$ cat src/rtl/comp_serial_nbit.sv
// Bit-serial unsigned magnitude comparator with a start/done handshake.
// It compares the operands MSB first, one bit per clock, and stops at the
// first bit where they differ. All outputs are registered.
//
// state   | meaning
// --------+-----------------------------------------------------------
// IDLE    | waiting for i_start; the gt/lt/eq flags hold the last result
// CMP     | comparing the operand MSBs, shifting left while they match
// DONE    | one-cycle o_done pulse; the result flags are valid
module comp_serial_nbit #(
    parameter int WIDTH = 8
) (
    input  logic             clk,
    input  logic             rst_n,
    input  logic             i_start,
    input  logic [WIDTH-1:0] i_a,
    input  logic [WIDTH-1:0] i_b,
    output logic             o_busy,
    output logic             o_done,
    output logic             o_gt,
    output logic             o_lt,
    output logic             o_eq
);

    // A single-bit operand still needs one counter bit, which holds 0.
    localparam int CW = (WIDTH > 1) ? $clog2(WIDTH) : 1;
    localparam logic [CW-1:0] CNT_LOAD = CW'(WIDTH - 1);

    localparam logic [1:0] ST_IDLE = 2'd0;
    localparam logic [1:0] ST_CMP  = 2'd1;
    localparam logic [1:0] ST_DONE = 2'd2;

    logic [1:0]       r_state;
    logic [WIDTH-1:0] r_sa;
    logic [WIDTH-1:0] r_sb;
    logic [CW-1:0]    r_cnt;
    logic             r_busy;
    logic             r_done;
    logic             r_gt;
    logic             r_lt;
    logic             r_eq;

    logic w_msb_a;
    logic w_msb_b;
    logic w_last;

    // The bit under comparison always sits at the top of the shift registers.
    assign w_msb_a = r_sa[WIDTH-1];
    assign w_msb_b = r_sb[WIDTH-1];
    assign w_last  = (r_cnt == '0);

    // Sequencer: capture the operands, walk the bits, and register the result.
    always_ff @(posedge clk or negedge rst_n) begin
        if (!rst_n) begin
            r_state <= ST_IDLE;
            r_sa    <= '0;
            r_sb    <= '0;
            r_cnt   <= '0;
            r_busy  <= 1'b0;
            r_done  <= 1'b0;
            r_gt    <= 1'b0;
            r_lt    <= 1'b0;
            r_eq    <= 1'b0;
        end else begin
            case (r_state)
                ST_IDLE: begin
                    r_done <= 1'b0;
                    if (i_start) begin
                        r_sa    <= i_a;
                        r_sb    <= i_b;
                        r_cnt   <= CNT_LOAD;
                        r_gt    <= 1'b0;
                        r_lt    <= 1'b0;
                        r_eq    <= 1'b0;
                        r_busy  <= 1'b1;
                        r_state <= ST_CMP;
                    end
                end
                ST_CMP: begin
                    if (w_msb_a && !w_msb_b) begin
                        r_gt    <= 1'b1;
                        r_busy  <= 1'b0;
                        r_done  <= 1'b1;
                        r_state <= ST_DONE;
                    end else if (!w_msb_a && w_msb_b) begin
                        r_lt    <= 1'b1;
                        r_busy  <= 1'b0;
                        r_done  <= 1'b1;
                        r_state <= ST_DONE;
                    end else if (w_last) begin
                        r_eq    <= 1'b1;
                        r_busy  <= 1'b0;
                        r_done  <= 1'b1;
                        r_state <= ST_DONE;
                    end else begin
                        r_sa  <= r_sa << 1;
                        r_sb  <= r_sb << 1;
                        r_cnt <= r_cnt - 1'b1;
                    end
                end
                ST_DONE: begin
                    // i_start is ignored here. The earliest new accept is in the
                    // next IDLE cycle.
                    r_done  <= 1'b0;
                    r_state <= ST_IDLE;
                end
                default: begin
                    r_busy  <= 1'b0;
                    r_done  <= 1'b0;
                    r_state <= ST_IDLE;
                end
            endcase
        end
    end

    assign o_busy = r_busy;
    assign o_done = r_done;
    assign o_gt   = r_gt;
    assign o_lt   = r_lt;
    assign o_eq   = r_eq;

endmodule

$ cat config.mk
export PLATFORM = sky130hd
export DESIGN_NAME = comp_serial_nbit
export DESIGN_NICKNAME = d
export VERILOG_FILES = /design/src/rtl/comp_serial_nbit.sv
export SDC_FILE = /design/constraint.sdc
export NUM_CORES = 1
export LEC_CHECK = 0
export ABC_AREA = 0
export ABC_CLOCK_PERIOD_IN_PS = 1800
export CELL_PAD_IN_SITES_DETAIL_PLACEMENT = 1
export CELL_PAD_IN_SITES_GLOBAL_PLACEMENT = 1
export CORE_MARGIN = 3
export CORE_UTILIZATION = 37
export DETAILED_ROUTE_END_ITERATION = 10
export PLACE_DENSITY_LB_ADDON = 0.12
export SYNTH_ARGS = -nofsm -noshare
export SYNTH_HDL_FRONTEND = slang
export SYNTH_SLANG_ARGS = --single-unit
$ cat constraint.sdc
create_clock -name clk -period 1.8 [get_ports clk]
set_input_delay 0.45 -clock clk [delete_from_list [all_inputs] [get_ports clk]]
set_output_delay 0.45 -clock clk [all_outputs]
set_load 0.01 [all_outputs]
Yosys cells after proc, flatten, opt, wreduce, memory -nomap -nowiden --
Cells that the tools add are included.
Storage, ports and cells: flip-flop bits (word level) 26, input bits 19, logic and storage cells 72, output and inout bits 5
Operators by class: eq/ne operators 10, reductions and logical operators 13, $add $sub $neg 1, bitwise logic cells 1, multiplexer cells 38
Operators by type and width (number):
- 2-to-1 mux 8 bit | 8
- one-hot mux 8 bit (2 select lines) | 2
- 2-to-1 mux 1 bit | 14
- inequality test 2 bit, second input constant | 7
- 2-to-1 mux 3 bit | 4
- AND reduction 5 bit | 2
- 2-to-1 mux 2 bit | 4
- one-hot mux 1 bit (2 select lines) | 3
- one-hot mux 3 bit (2 select lines) | 1
- AND reduction 3 bit | 2
- inequality test 4 bit, second input constant | 1
- one-hot mux 2 bit (2 select lines) | 1
- AND reduction 4 bit | 1
- logical NOT 3 bit | 1
- one-hot mux 1 bit (3 select lines) | 1
- subtractor 3 x 1 -> 3 bit, second input constant | 1
- equality test 2 x 1 -> 1 bit, second input constant | 1
- equality test 2 bit, second input constant | 1
- logical AND 1 bit | 2
- logical NOT 1 bit | 2
- logical NOT 2 bit | 1
- AND reduction 2 bit | 1
- nonzero test 2 bit | 1
- NOT 1 bit | 1

Longest topological paths before layout --
Gate-level depths: netlist of run 1.
depth after elaboration 5, gate-level depth with buffers 6, gate-level depth less buffers 5

Least setup slack after synthesis of run 1 --
Ideal clock, no wire load.
path type reg2reg, start point reg r_cnt[0], end point reg r_sa[1], period minus slack after synthesis 1.724 ns, buffers on the path 1, cell stages (with the launch flop) 7, arrival 1.599 ns, data required time 1.675 ns, path slack 0.076 ns, library setup time 0.125 ns, path through dfrtp_1 > inv_1 > ha_1 > nor2b_1 > o31ai_4 > buf_12 > mux2_4
Between the ends: longest elaborated chain between the ends 3
Ends and longest elaborated chain:
- start: declaration | line 36 | logic [CW-1:0] r_cnt;
- start signal: assignment | line 98 | r_cnt <= r_cnt - 1'b1;
- logical NOT 3 bit | line 50 | assign w_last = (r_cnt == '0);
- inequality test 2 bit (no line)
- AND reduction 5 bit (no line)
- end signal: assignment | line 69 | r_sa <= i_a;
- end signal: assignment | line 96 | r_sa <= r_sa << 1;
- end: declaration | line 34 | logic [WIDTH-1:0] r_sa;
No other way between the ends. A chain may end at the register's enable or synchronous reset.

Worst setup path in the final report of run 1 --
start point in i_start, end point reg r_sb[4]
Between the ends: longest elaborated chain between the ends 2
Ends and longest elaborated chain:
- start: declaration | line 15 | input logic i_start,
- inequality test 2 bit (no line)
- AND reduction 5 bit (no line)
- end signal: assignment | line 70 | r_sb <= i_b;
- end signal: assignment | line 97 | r_sb <= r_sb << 1;
- end: declaration | line 35 | logic [WIDTH-1:0] r_sb;
No other way between the ends.

==> metrics.csv, run 1 <==
metric,value,unit
area.growth.synth_to_final,36.94,%
first_global_vias,1004,
synth.most_common_cell,dfrtp_1,
core-area,0.003390,mm²
synth_seq_cells,26,
routed_wirelength,2859,µm
start_util,0.3928,
drtIter0Drc,41,
power_leakage,0.8033,nW
finClkSkew,3.229,ps
cts.sinks,26,
crit_arrival,1990,ps
hold_violations,0,
place_hpwl,2024,µm
hold_path_class,primary input to async pin,
tightest_slew,499.6,ps
place_congestion,0.7132,
start_kind,primary input,
critPathBufInv,3,
die_height,65.99,µm
cp-end-kind,flip-flop,
port_buffers,23,
status,"complete, no violations",
max_freq,568.4,MHz
clk_latency,330,ps
ys_seq_area_frac,0.4887,
antenna_found_initial,0,
worst_hold_slack,471.7,ps
ys_warn_count,0,
numCtsBuffers,3,
grt_pass1_wl,4754,µm
syn_nets,120,
finalSetupTns,0,ps
drc,0,
synthCells,99,
synth_top_cell_area_share,0.4887,
viasPerCell,4.859,
max-slew-margin-rel,0.6645,
clk_pin_slew,150,ps
setup_viol,0,
synth_async_sr_flop_share,1.000,
antenna_left,0,
required,2040,ps
grt_max_degree,27,
synth_top_cell_by_area,dfrtp_1,
cts-root-buf,clkbuf_4,
drtPass1Iterations,4,
syn_area,0.001331,mm²
worst-setup-path-type,primary input to flip-flop,
grt_overflow,0,
synth.area.top_cells,"dfrtp_1 (49%), mux2_2 (16%), mux2_4 (7.9%)",
dieArea,0.004354,mm²
powerDensity,1794,mW/mm²
finalCritPeriodShare,0.9774,
synth.avg_cell_area,13.45,µm²
rows,21,
vias,928,
nets,167,
cp_slowest_cell,clkdlybuf4s50_1,
synth_cell_type_count,27,
rsz0062_at_grt,no,
cts_tree,built,
ctsLongestPathBuffers,2,
die_width,65.99,µm
wire_per_inst,14.97,µm
h-tree-depth,1,
cp_top_family,buffers and inverters,
synth_ff_type,dfrtp_1,
critPathMaxFanout,6,
drive_gt1_frac,0.4000,
max_stage_delay,490,ps
cp_cell_sequence,"clkdlybuf4s50_1, or3b_4, o31ai_4, buf_6, buf_12, mux2_4",
synth_edf_count,0,
drv_slew,0,
track_usage,0.1435,
period_needed,1759,ps
maxCapViolCount,0,
place_inst,181,
peakVddDrop,0.6370,mV
diodes,0,
final_cells,191,
synth_common_cells,"dfrtp_1 (26), mux2_2 (19), mux2_4 (7), nor2_1 (5)",
pin_count,24,
## stage by stage
| step | area [µm²] | util | worst slack, ps | power (mW) |
|---|---|---|---|---|
| 5_1_grt | 1823 | 0.5378 | 0.2774 | 3.504 |
| 3_5_place_dp | 1705 | 0.5031 | -376.4 | 2.691 |
| 3_3_place_gp | 1705 | 0.5031 | -322.4 | 2.620 |
| 6_report | 1823 | 0.5378 | 40.68 | 3.271 |
| 2_1_floorplan | 1331 | - | 76.18 | 2.176 |
| 4_1_cts | 1809 | 0.5338 | 13.85 | 3.265 |
## what timing repair did
item,CTS,global route
buffers inserted,5,1
cloned,0,0
hold buffers,0,0
setup endpoints to repair,16,7
pin swaps,1,1
gates resized for setup,1,2
## final cells by class
cell class	instances	area, µm²
flip-flops and latches	26	651.9
repair buffers	46	431.7
clock buffers	3	22.52
well taps	46	57.56
multi-input cells	66	618.1
clock inverters	1	30.03
inverters	3	11.26
fillers	361	1567
## layout by cell type, fill, tap and decap left out, drive strengths merged, types with 3 or more instances in the layout
cell           netlist  layout
mux2                26      26
clkbuf               0       3
nor2                 5       5
dfrtp               26      26
nand2b               3       3
inv                  3       3
clkdlybuf4s50        0      23
nand2                4       4
mux2i                3       3
buf                  4      23
a21oi                4       4
## layer usage
layer | wire, µm | global-route usage | vias to the layer above | part of all wire
met4 | 19 | 0.04569 | 0 | 0.0066
met3 | 92 | 0.02041 | 4 | 0.032
met1 | 1317 | 0.1809 | 465 | 0.46
met5 | 0 | 0 | - | 0
li1 | - | - | 443 | -
met2 | 1430 | 0.2516 | 16 | 0.50
## where the power goes
group	switching, mW	internal, mW	total, mW
logic	0.717	1.13	1.85
clock network	0.188	0.225	0.414
registers	0.158	0.854	1.01
total	1.06	2.21	3.27
## worst reg2reg max path: stages (launching register included)
cell     delay (ps)
dfrtp_2         440
buf_4           140
or3b_4          410
o31ai_4          80
buf_6           150
buf_12          120
mux2_4          300
## registers in the layout, summed over array words and instances, names as in the netlist
register,flops
r_sa,8
r_sb,8
o_done,1
r_state,2
o_lt,1
r_cnt,3
o_gt,1
o_eq,1
o_busy,1
## logic make-up after synthesis
logic type      Yosys count  synth area share
compound gates           13           0.07895
xor+xnor                  2           0.01880
fa+ha+maj                 2           0.01879
buf+inv                   7           0.04887
flops                    26            0.4887
mux                      29            0.2622
simple gates             20           0.08364
## final timing paths
| path | startpoint | endpoint | slack [ps] | depth (start not counted) |
|---|---|---|---|---|
| worst min register to register | o_busy | o_busy | 500 | 1 |
| worst min-delay path | rst_n | o_lt | 470 | 2 |
| max in group asynchronous | rst_n | r_state[0] | 1050 | 2 |
| min in group clk | o_busy | o_busy | 500 | 1 |
| worst max register to register | r_state[0] | r_sb[4] | 70 | 6 |
| worst max-delay path | i_start | r_sb[4] | 40 | 6 |
No activity file was read; power rests on OpenSTA's default activity.
==> run 2: changes to the inputs <==
- ABC_CLOCK_PERIOD_IN_PS: 1800 -> not set
- CORE_MARGIN: 3 -> 5
- PLACE_DENSITY: not set -> 0.84
- PLACE_DENSITY_LB_ADDON: 0.12 -> not set
==> metrics.csv, run 2 (synthesized netlist as in run 1, its figures left out) <==
metric,value,unit
grt_max_degree,27,
nFillCells,371,
cp-end-kind,flip-flop,
max_freq,567.6,MHz
tightest_slew,471.8,ps
hold_path_class,primary input to async pin,
die_width,69.99,µm
track_usage,0.1504,
finClkSkew,6.636,ps
clk_pin_slew,150,ps
reg2reg_from,r_state[0],
power,3.485,mW
drtPass1Iterations,3,
layout_common_cells,"dfrtp_1 (26), clkdlybuf4s50_1 (22), mux2_2 (19), buf_4 (19), mux2_4 (7)",
hold_violations,0,
max-slew-margin-rel,0.6832,
vias,976,
r2r_cells,6,
route.met2.wl,2083,µm
first_global_vias,1139,
finalCritPeriodShare,0.9787,
cp_cell_sequence,"buf_6, or3b_4, o31ai_4, buf_12, buf_12, mux2_4",
viasPerCell,5.083,
routed_wirelength,3714,µm
antenna_found_initial,0,
dp_slack,-333.4,ps
worst_hold_slack,489.9,ps
drv_slew,0,
period_needed,1762,ps
port_buffers,23,
max_stage_delay,440,ps
die_height,69.99,µm
drt-met1-wl,1504,µm
r2r_slack,40,ps
cts-root-buf,clkbuf_4,
core-area,0.003416,mm²
critPathBufInv,3,
grt_pass1_wl,5858,µm
cp_slowest_cell,dfrtp_1,
ctsLongestPathBuffers,2,
cp_top_family,flip-flops,
drc,0,
dieArea,0.004898,mm²
drive_gt1_frac,0.4315,
required,2030,ps
met3_length,73,µm
wire_per_inst,19.34,µm
place_hpwl,2373,µm
place_congestion,0.7797,
powerDensity,1868,mW/mm²
peakVddDrop,0.5316,mV
crit_arrival,2000,ps
area.growth.synth_to_final,40.13,%
multiInputGateArea,630.6,µm²
pin_count,24,
grt_overflow,0,
diodes,0,
start_util,0.3897,
setup_viol,0,
highest_layer,met4,
critPathMaxFanout,5,
top_regs,"r_sa x8, r_sb x8, r_cnt x3",
power_leakage,0.8223,nW
maxCapViolCount,0,
rows,21,
worst-setup-path-type,flip-flop to flip-flop,
h-tree-depth,1,
clk_latency,330,ps
nets,168,
cts.sinks,26,
fin_ws,38.30,ps
drtIter0Drc,30,
numCtsBuffers,3,
cts_tree,built,
ff_latch_area,650.6,µm²
layout_commonest_cell,dfrtp_1,
cp_common_cell,buf_12,
status,"complete, no violations",
timing.rr.end,r_sb[2],
start_kind,flip-flop,
antenna_left,0,
[run 2: stage by stage]
step / instances / utilization / instance area, µm² / setup TNS [ps]
finish: 192 / 0.5462 / 1866 / 0
global placement: 181 / 0.4956 / 1693 / -4204
detailed placement: 181 / 0.4956 / 1693 / -4687
global route: 192 / 0.5462 / 1866 / -100.3
CTS: 190 / 0.5322 / 1818 / 0
floorplan: 99 / - / 1331 / 0
[run 2: layout make-up]
class                   count  share of cell area
flip-flops and latches     26              0.3488
clock buffers               3             0.01207
repair buffers             47              0.2482
inverters                   3            0.006036
multi-input cells          66              0.3380
clock inverters             1             0.01610
well taps                  46             0.03085
[run 2: where the power goes]
group / internal [mW] / switching [mW]
clock network: 0.225 / 0.184
registers: 0.852 / 0.174
logic: 1.21 / 0.835
[run 2: timing repair]
action,4_1_cts,5_1_grt
setup endpoints to repair,16,14
pin swaps,1,1
hold endpoints to repair,0,0
hold buffers,0,0
cloned,0,1
buffers inserted,5,1
resized for setup,3,7
[run 2: how the worst max path moves through the flow]
stage	slack, ps	from	to	cells after the start
finish	40	r_state[0]	r_sb[2]	6
global route	-20	r_cnt[1]	r_sb[2]	7
CTS	10	i_start	r_sb[2]	6
detailed placement	-330	i_start	r_sb[7]	5
global placement	-300	i_start	r_sa[3]	4
floorplan	80	r_cnt[0]	r_sa[1]	6
[run 2: routing by layer]
layer  GRT usage  vias up
met5           0        -
met1      0.1750      502
met2      0.2823       20
met4     0.04255        0
met3     0.02296        6
li1            -      448
==> run 3: changes to the inputs <==
- GPL_TIMING_DRIVEN: not set -> 1
==> results of run 3 <==
Final layout, timing and power as in run 2 (identical DEF).
